--- src/rtl/johnson_counter_param.sv ---
// johnson_counter_param: twisted-ring counter with enable, direction, load,
// illegal-code self-correction, phase index decode and wrap/err pulses.
module johnson_counter_param #(
    parameter int WIDTH = 4,
    parameter int PW    = $clog2(2 * WIDTH)
) (
    input  logic             clk,
    input  logic             reset_n,
    input  logic             en,
    input  logic             up_dn,
    input  logic             load,
    input  logic [WIDTH-1:0] load_val,
    output logic [WIDTH-1:0] count,
    output logic [PW-1:0]    phase,
    output logic             wrap,
    output logic             err
);
    logic [WIDTH-1:0] r_count;
    logic             r_wrap;
    logic             r_err;
    logic [WIDTH-2:0] w_diff;
    logic             w_legal;
    logic [WIDTH-1:0] w_fwd;
    logic [WIDTH-1:0] w_rev;
    logic [PW-1:0]    w_ones;
    logic             w_wrap;

    // A legal code has at most one boundary between adjacent bits.
    assign w_diff  = r_count[WIDTH-2:0] ^ r_count[WIDTH-1:1];
    assign w_legal = (w_diff & (w_diff - 1'b1)) == '0;
    assign w_fwd   = {~r_count[0], r_count[WIDTH-1:1]};
    assign w_rev   = {r_count[WIDTH-2:0], ~r_count[WIDTH-1]};

    always_comb begin
        w_ones = '0;
        for (int i = 0; i < WIDTH; i++) w_ones = w_ones + PW'(r_count[i]);
    end

    // Ones-first codes index by their ones count; zeros-first codes count down from 2*WIDTH.
    assign phase = !w_legal ? '0 :
                   r_count[WIDTH-1] ? w_ones :
                   (w_ones == '0) ? '0 : PW'(2 * WIDTH - int'(w_ones));

    assign w_wrap = !load && w_legal && en && (up_dn ? (w_fwd == '0) : (r_count == '0));

    always_ff @(posedge clk or negedge reset_n) begin
        if (!reset_n) begin
            r_count <= '0;
            r_wrap  <= 1'b0;
            r_err   <= 1'b0;
        end else begin
            r_count <= load ? load_val : !w_legal ? '0 : en ? (up_dn ? w_fwd : w_rev) : r_count;
            r_wrap  <= w_wrap;
            r_err   <= !load && !w_legal;
        end
    end

    assign count = r_count;
    assign wrap  = r_wrap;
    assign err   = r_err;
endmodule
--- config.mk ---
export PLATFORM = sky130hd
export DESIGN_NAME = johnson_counter_param
export DESIGN_NICKNAME = d
export VERILOG_FILES = /design/src/rtl/johnson_counter_param.sv
export SDC_FILE = /design/constraint.sdc
export NUM_CORES = 1
export LEC_CHECK = 0
export BUFFER_PORTS_ARGS = -buffer_cell sky130_fd_sc_hd__buf_2
export CORE_AREA = 4 4 41 43
export DETAILED_ROUTE_END_ITERATION = 7
export DIE_AREA = 0 0 45 47
export GPL_TIMING_DRIVEN = 0
export PLACE_DENSITY = 0.78
export SYNTH_ARGS = -nofsm -noshare
export SYNTH_HDL_FRONTEND = slang
export SYNTH_SLANG_ARGS = --single-unit
export TNS_END_PERCENT = 10
--- constraint.sdc ---
create_clock -name clk -period 1.9 [get_ports clk]
set_input_delay 0.19 -clock clk [delete_from_list [all_inputs] [get_ports clk]]
set_output_delay 0.19 -clock clk [all_outputs]
set_load 0.01 [all_outputs]
=== Word level (Yosys, flattened, before mapping) ===
Index checks and enable logic that the tools add are counted.

* Bitwise logic cells: 4
* Add/sub/neg operators: 5
* Eq/ne operators: 1
* Muxes and demuxes: 8
* Reductions and logical operators: 10

{| class="wikitable"
|+ Operators by type and width
! operator !! count
|-
| 2-to-1 mux 4 bit || 4
|-
| 2-to-1 mux 3 bit || 3
|-
| zero test 4 bit || 2
|-
| zero test 3 bit || 2
|-
| logical AND 1 bit || 4
|-
| adder 2 x 1 -> 3 bit || 1
|-
| adder 3 x 1 -> 3 bit || 1
|-
| bitwise AND 3 bit || 1
|-
| != test 3 bit (second input constant) || 1
|-
| subtractor 1 x 3 -> 3 bit (first input constant) || 1
|-
| subtractor 3 x 1 -> 3 bit (second input constant) || 1
|-
| bitwise XOR 3 bit || 1
|-
| adder 1 x 1 -> 2 bit || 1
|-
| zero test 1 bit || 2
|-
| NOT 1 bit || 2
|-
| 2-to-1 mux 1 bit || 1
|}

* Logic and storage cells: 31
* Output and inout port bits: 9
* Input bits: 9
* Bits in registers: 6

=== Depth between registers and ports, before layout ===
* Word-level depth: 7
* Gate-level depth with buffers: 5
* Mapped depth without buffers: 5

=== Least setup slack after synthesis ===
No wires, ideal clock.

* Kind: register to output
* Start point: register r_count[3], in the netlist count[3]
* End point: output phase[2]
* Cell stages (with the launch flop): 6
* Data arrival time: 1.921 ns
* Path slack: -0.211 ns
* Cells stage by stage: dfrtp_1 > fa_1 > ha_1 > nand2b_1 > mux2i_1 > a211oi_1

* Word-level cells in the longest chain between the ends: 5
* Elaborated cells on any way between the ends: 10
* Classes of those cells: 3 x add/sub; 3 x mux; 2 x bitwise; 2 x reduce/logical

{| class="wikitable"
|+ RTL lines
! item !! RTL line !! source
|-
| start, declared || 18 || <nowiki>logic [WIDTH-1:0] r_count;</nowiki>
|-
| start signal, assigned || 52 || <nowiki>r_count <= load ? load_val : !w_legal ? '0 : en ? (up_dn ? w_fwd : w_rev) : r_count;</nowiki>
|-
| adder 3 x 1 -> 3 bit or bitwise XOR 3 bit (tied branches) || 36, 29 ||
|-
| subtractor 1 x 3 -> 3 bit (tied with other cells) || 42 || <nowiki>(w_ones == '0) ? '0 : PW'(2 * WIDTH - int'(w_ones));</nowiki>
|-
| 2-to-1 mux 3 bit or bitwise AND 3 bit (tied branches) || 42, 30 ||
|-
| 2-to-1 mux 3 bit or zero test 3 bit (tied branches) || 41, 30 ||
|-
| 2-to-1 mux 3 bit * || 40 || <nowiki>assign phase = !w_legal ? '0 :</nowiki>
|-
| end, declared || 14 || <nowiki>output logic [PW-1:0] phase,</nowiki>
|}

Mark *: on every way between the ends. The rest lies on a longest branch, timed or not.

=== Worst setup path in the final report ===
* Start point: register r_count[0], in the netlist count[0]
* End point: output phase[2]

* Word-level cells in the longest chain between the ends: 7
* Elaborated cells on any way between the ends: 12
* Classes of those cells: 5 x add/sub; 3 x mux; 2 x bitwise; 2 x reduce/logical

{| class="wikitable"
|+ RTL lines
! item !! RTL line !! source
|-
| adder 1 x 1 -> 2 bit || 36 || <nowiki>for (int i = 0; i < WIDTH; i++) w_ones = w_ones + PW'(r_count[i]);</nowiki>
|-
| adder 2 x 1 -> 3 bit || 36 ||
|-
| adder 3 x 1 -> 3 bit || 36 ||
|-
| subtractor 1 x 3 -> 3 bit or zero test 3 bit (tied branches) || 42 ||
|-
| 2-to-1 mux 3 bit || 42 ||
|-
| 2-to-1 mux 3 bit || 41 || <nowiki>r_count[WIDTH-1] ? w_ones :</nowiki>
|-
| 2-to-1 mux 3 bit * || 40 ||
|}

Marks and branches as above.

==> flow_metrics.tcl <==
set metrics [dict create \
    outcome "finished with violations" \
    violations "negative setup slack" \
    seq_area_um2 155.1 \
    switching_share 0.3932 \
    worstPathArrival_ns 2.09 \
    yosys.area.top_type "dfrtp_1" \
    ioPinCount 18 \
    ir_worst_vdd_mv 0.5901 \
    dr.pass1.iters 2 \
    cp-startpoint "count[0]" \
    area_growth_pct 40.44 \
    dp_hpwl_um 829.2 \
    yosys_warnings 0 \
    hold_violations 0 \
    power_leakage_nw 0.3484 \
    drive_gt1_frac 0.5132 \
    whs_path_depth 2 \
    max_freq_mhz 438.3 \
    post_drt_wl_per_cell_um 12.68 \
    yosysMostFrequentCell "dfrtp_1" \
    synth.yosys.seq_area_share 0.2906 \
    synth_flop_cell "dfrtp_1" \
    slew_violations 0 \
    worstHoldStart "load_val[0]" \
    fp-row-count 13 \
    start_util 0.3971 \
    holdPathEnd "count[0]" \
    fillers 126 \
    p_switching_mw 0.3436 \
    r2r_end "count[0]" \
    cts.clk_slew.worst_paths_ns 0.04 \
    endpoint_kind "primary output" \
    n_antenna_cell 0 \
    root_buffer "clkbuf_4" \
    setup_tns_ns -0.7708 \
    antenna_found_initial 0 \
    synth_cells 53 \
    critPathKind "flop to primary output" \
    ff2ff_setup_slack_ns 0.26 \
    vias_per_cell 5.000 \
    core_area_mm2 0.001301 \
    clock_path_buffers 2 \
    fin_util 0.5577 \
    synth_common_cells "dfrtp_1 (6), ha_1 (5), inv_1 (4), nand2b_1 (4), nor2_1 (4)" \
    netlist.area_leader.share 0.2906 \
    num-nets-final 92 \
    cp_max_fo 4 \
    cts_sinks 6 \
    rsz0062_at_grt "yes" \
    cp-start-kind "flop" \
    synth_area_leaders "dfrtp_1 (29%), ha_1 (12%), mux2i_1 (5.8%), a22o_1 (5.1%), nand2b_1 (4.8%)" \
    hold_ws_ns 0.1685 \
    synth-seq-cells 6 \
    period_minus_slack_ns 2.282 \
    setup_viol 3 \
    grt_pass1_wl_um 1932 \
    syn_nets 68 \
    syn_area_per_cell_um2 9.750 \
    synthesis.area_um2 516.7 \
    vias 455 \
    drt_wl_total_um 1154 \
    die_width_um 45 \
    die_h_um 47 \
    place.port_buffers 15 \
    clk_latency_ns 0.25 \
    power_frac_seq 0.211 \
    fin_skew_ns 0.002704 \
    worst_pin_slew_ns 0.2113 \
    gp_congestion 0.7652 \
    grt.overflow.total 0 \
    r2r-start "count[0]" \
    die_area_mm2 0.002115 \
    first_iter_violations 4 \
    fin_crit_sh 1.201 \
    clkPwrFrac 0.148 \
    worst_r2r_path_depth 6 \
    min_path_type "input pin to flop" \
    grt_start_max_net_pins 10 \
    numCtsBuffers 3 \
    max_cap_viol_count 0 \
    pwr_density_cell_mw_per_mm2 1204 \
    ant_nets 0 \
    crit_required_ns 1.71 \
    worst_slack_ns -0.3817 \
    htreeDepth 1 \
    slew_headroom 0.8587 \
    cts_tree "yes" \
    grt_pass1_vias 459 \
    synthDistinctLibCells 27 \
    p_comb_frac 0.642 \
    synth_edf_count 0 \
    grt_usage 0.1281 \
    multi_input_area_um2 382.9 \
    drc_errors 0 \
    async_flop_share 1.000 \
    p_int_mw 0.5303 \
    place_ws_ns -0.2023 \
]
==> cell families (layout without fill, tap and decap cells) <==
group | after synthesis | in the layout | synth area share
buffers and inverters | 6 | 29 | 0.06051
flip-flops | 6 | 6 | 0.2905
AND/OR/NAND/NOR | 17 | 17 | 0.1961
multiplexers | 3 | 3 | 0.05811
XOR/XNOR | 2 | 2 | 0.03390
AO/OA/AOI/OAI | 12 | 12 | 0.1792
adder cells (fa/ha/maj) | 7 | 7 | 0.1816
==> final cells by class <==
type,count,area share
multi-input cells,41,0.5276
clock buffers,4,0.03621
flip-flops and latches,6,0.2138
well taps,15,0.02586
plain buffers,2,0.02241
inverters,4,0.02069
repair buffers,19,0.1534
==> layout by cell type (no fill, tap or decap), types with 3 or more instances in the layout <==
cell and count:
mux2i_1 3, nand2b_1 3, ha_1 3, clkbuf_4 3, nor2_1 4, dfrtp_2 4, buf_2 16, nand2_1 3
a22o_1 3
==> critical path, stage by stage, from the launching register on <==
cell and delay (ns):
dfrtp_2 0.42, fa_2 0.63, ha_4 0.22, nand2b_4 0.13, mux2i_1 0.12, a211oi_2 0.16
buf_2 0.15
==> flip-flops by register name (all words and copies together) (netlist names) <==
register,flops
count,4
err,1
wrap,1
==> worst max-delay path by stage <==
stage	to	cells after the start	slack (ns)
CTS	phase[2]	6	-0.40
global route	phase[2]	6	-0.44
finish	phase[2]	6	-0.38
global placement	phase[2]	6	-0.19
detailed placement	phase[2]	6	-0.20
floorplan	phase[2]	5	-0.07
==> routing by layer <==
| metal | global-route usage | wire [um] | vias up |
|---|---|---|---|
| li1 | - | - | 232 |
| met1 | 0.1531 | 495 | 209 |
| met2 | 0.2175 | 600 | 12 |
| met3 | 0.03448 | 47 | 2 |
| met4 | 0.05263 | 10 | 0 |
| met5 | 0 | 0 | - |
==> through the flow <==
| step | area (um^2) | instances | total power [mW] |
|---|---|---|---|
| after floorplan | 525.5 | 53 | 0.5167 |
| after global placement | 619.3 | 83 | 0.6328 |
| after detailed placement | 619.3 | 83 | 0.6493 |
| after CTS | 698.2 | 91 | 0.8358 |
| after global routing | 725.7 | 91 | 0.9498 |
| final | 725.7 | 91 | 0.8739 |
==> power groups by stage <==
stage                     logic [mW]  registers [mW]  clock network [mW]
after CTS                      0.526           0.183               0.127
after detailed placement       0.454           0.195                   0
after global routing           0.620           0.188               0.142
after global placement         0.439           0.194                   0
final                          0.561           0.184               0.129
after floorplan                0.320           0.197                   0
==> repair_timing <==
item	CTS	global route
hold buffers	1	0
setup endpoints to repair	3	3
gates resized for setup	4	6
setup buffers	3	0
endpoints found under the hold margin	6	0
pin swaps	2	2
Note: power is estimated with default switching activity, not from simulation.
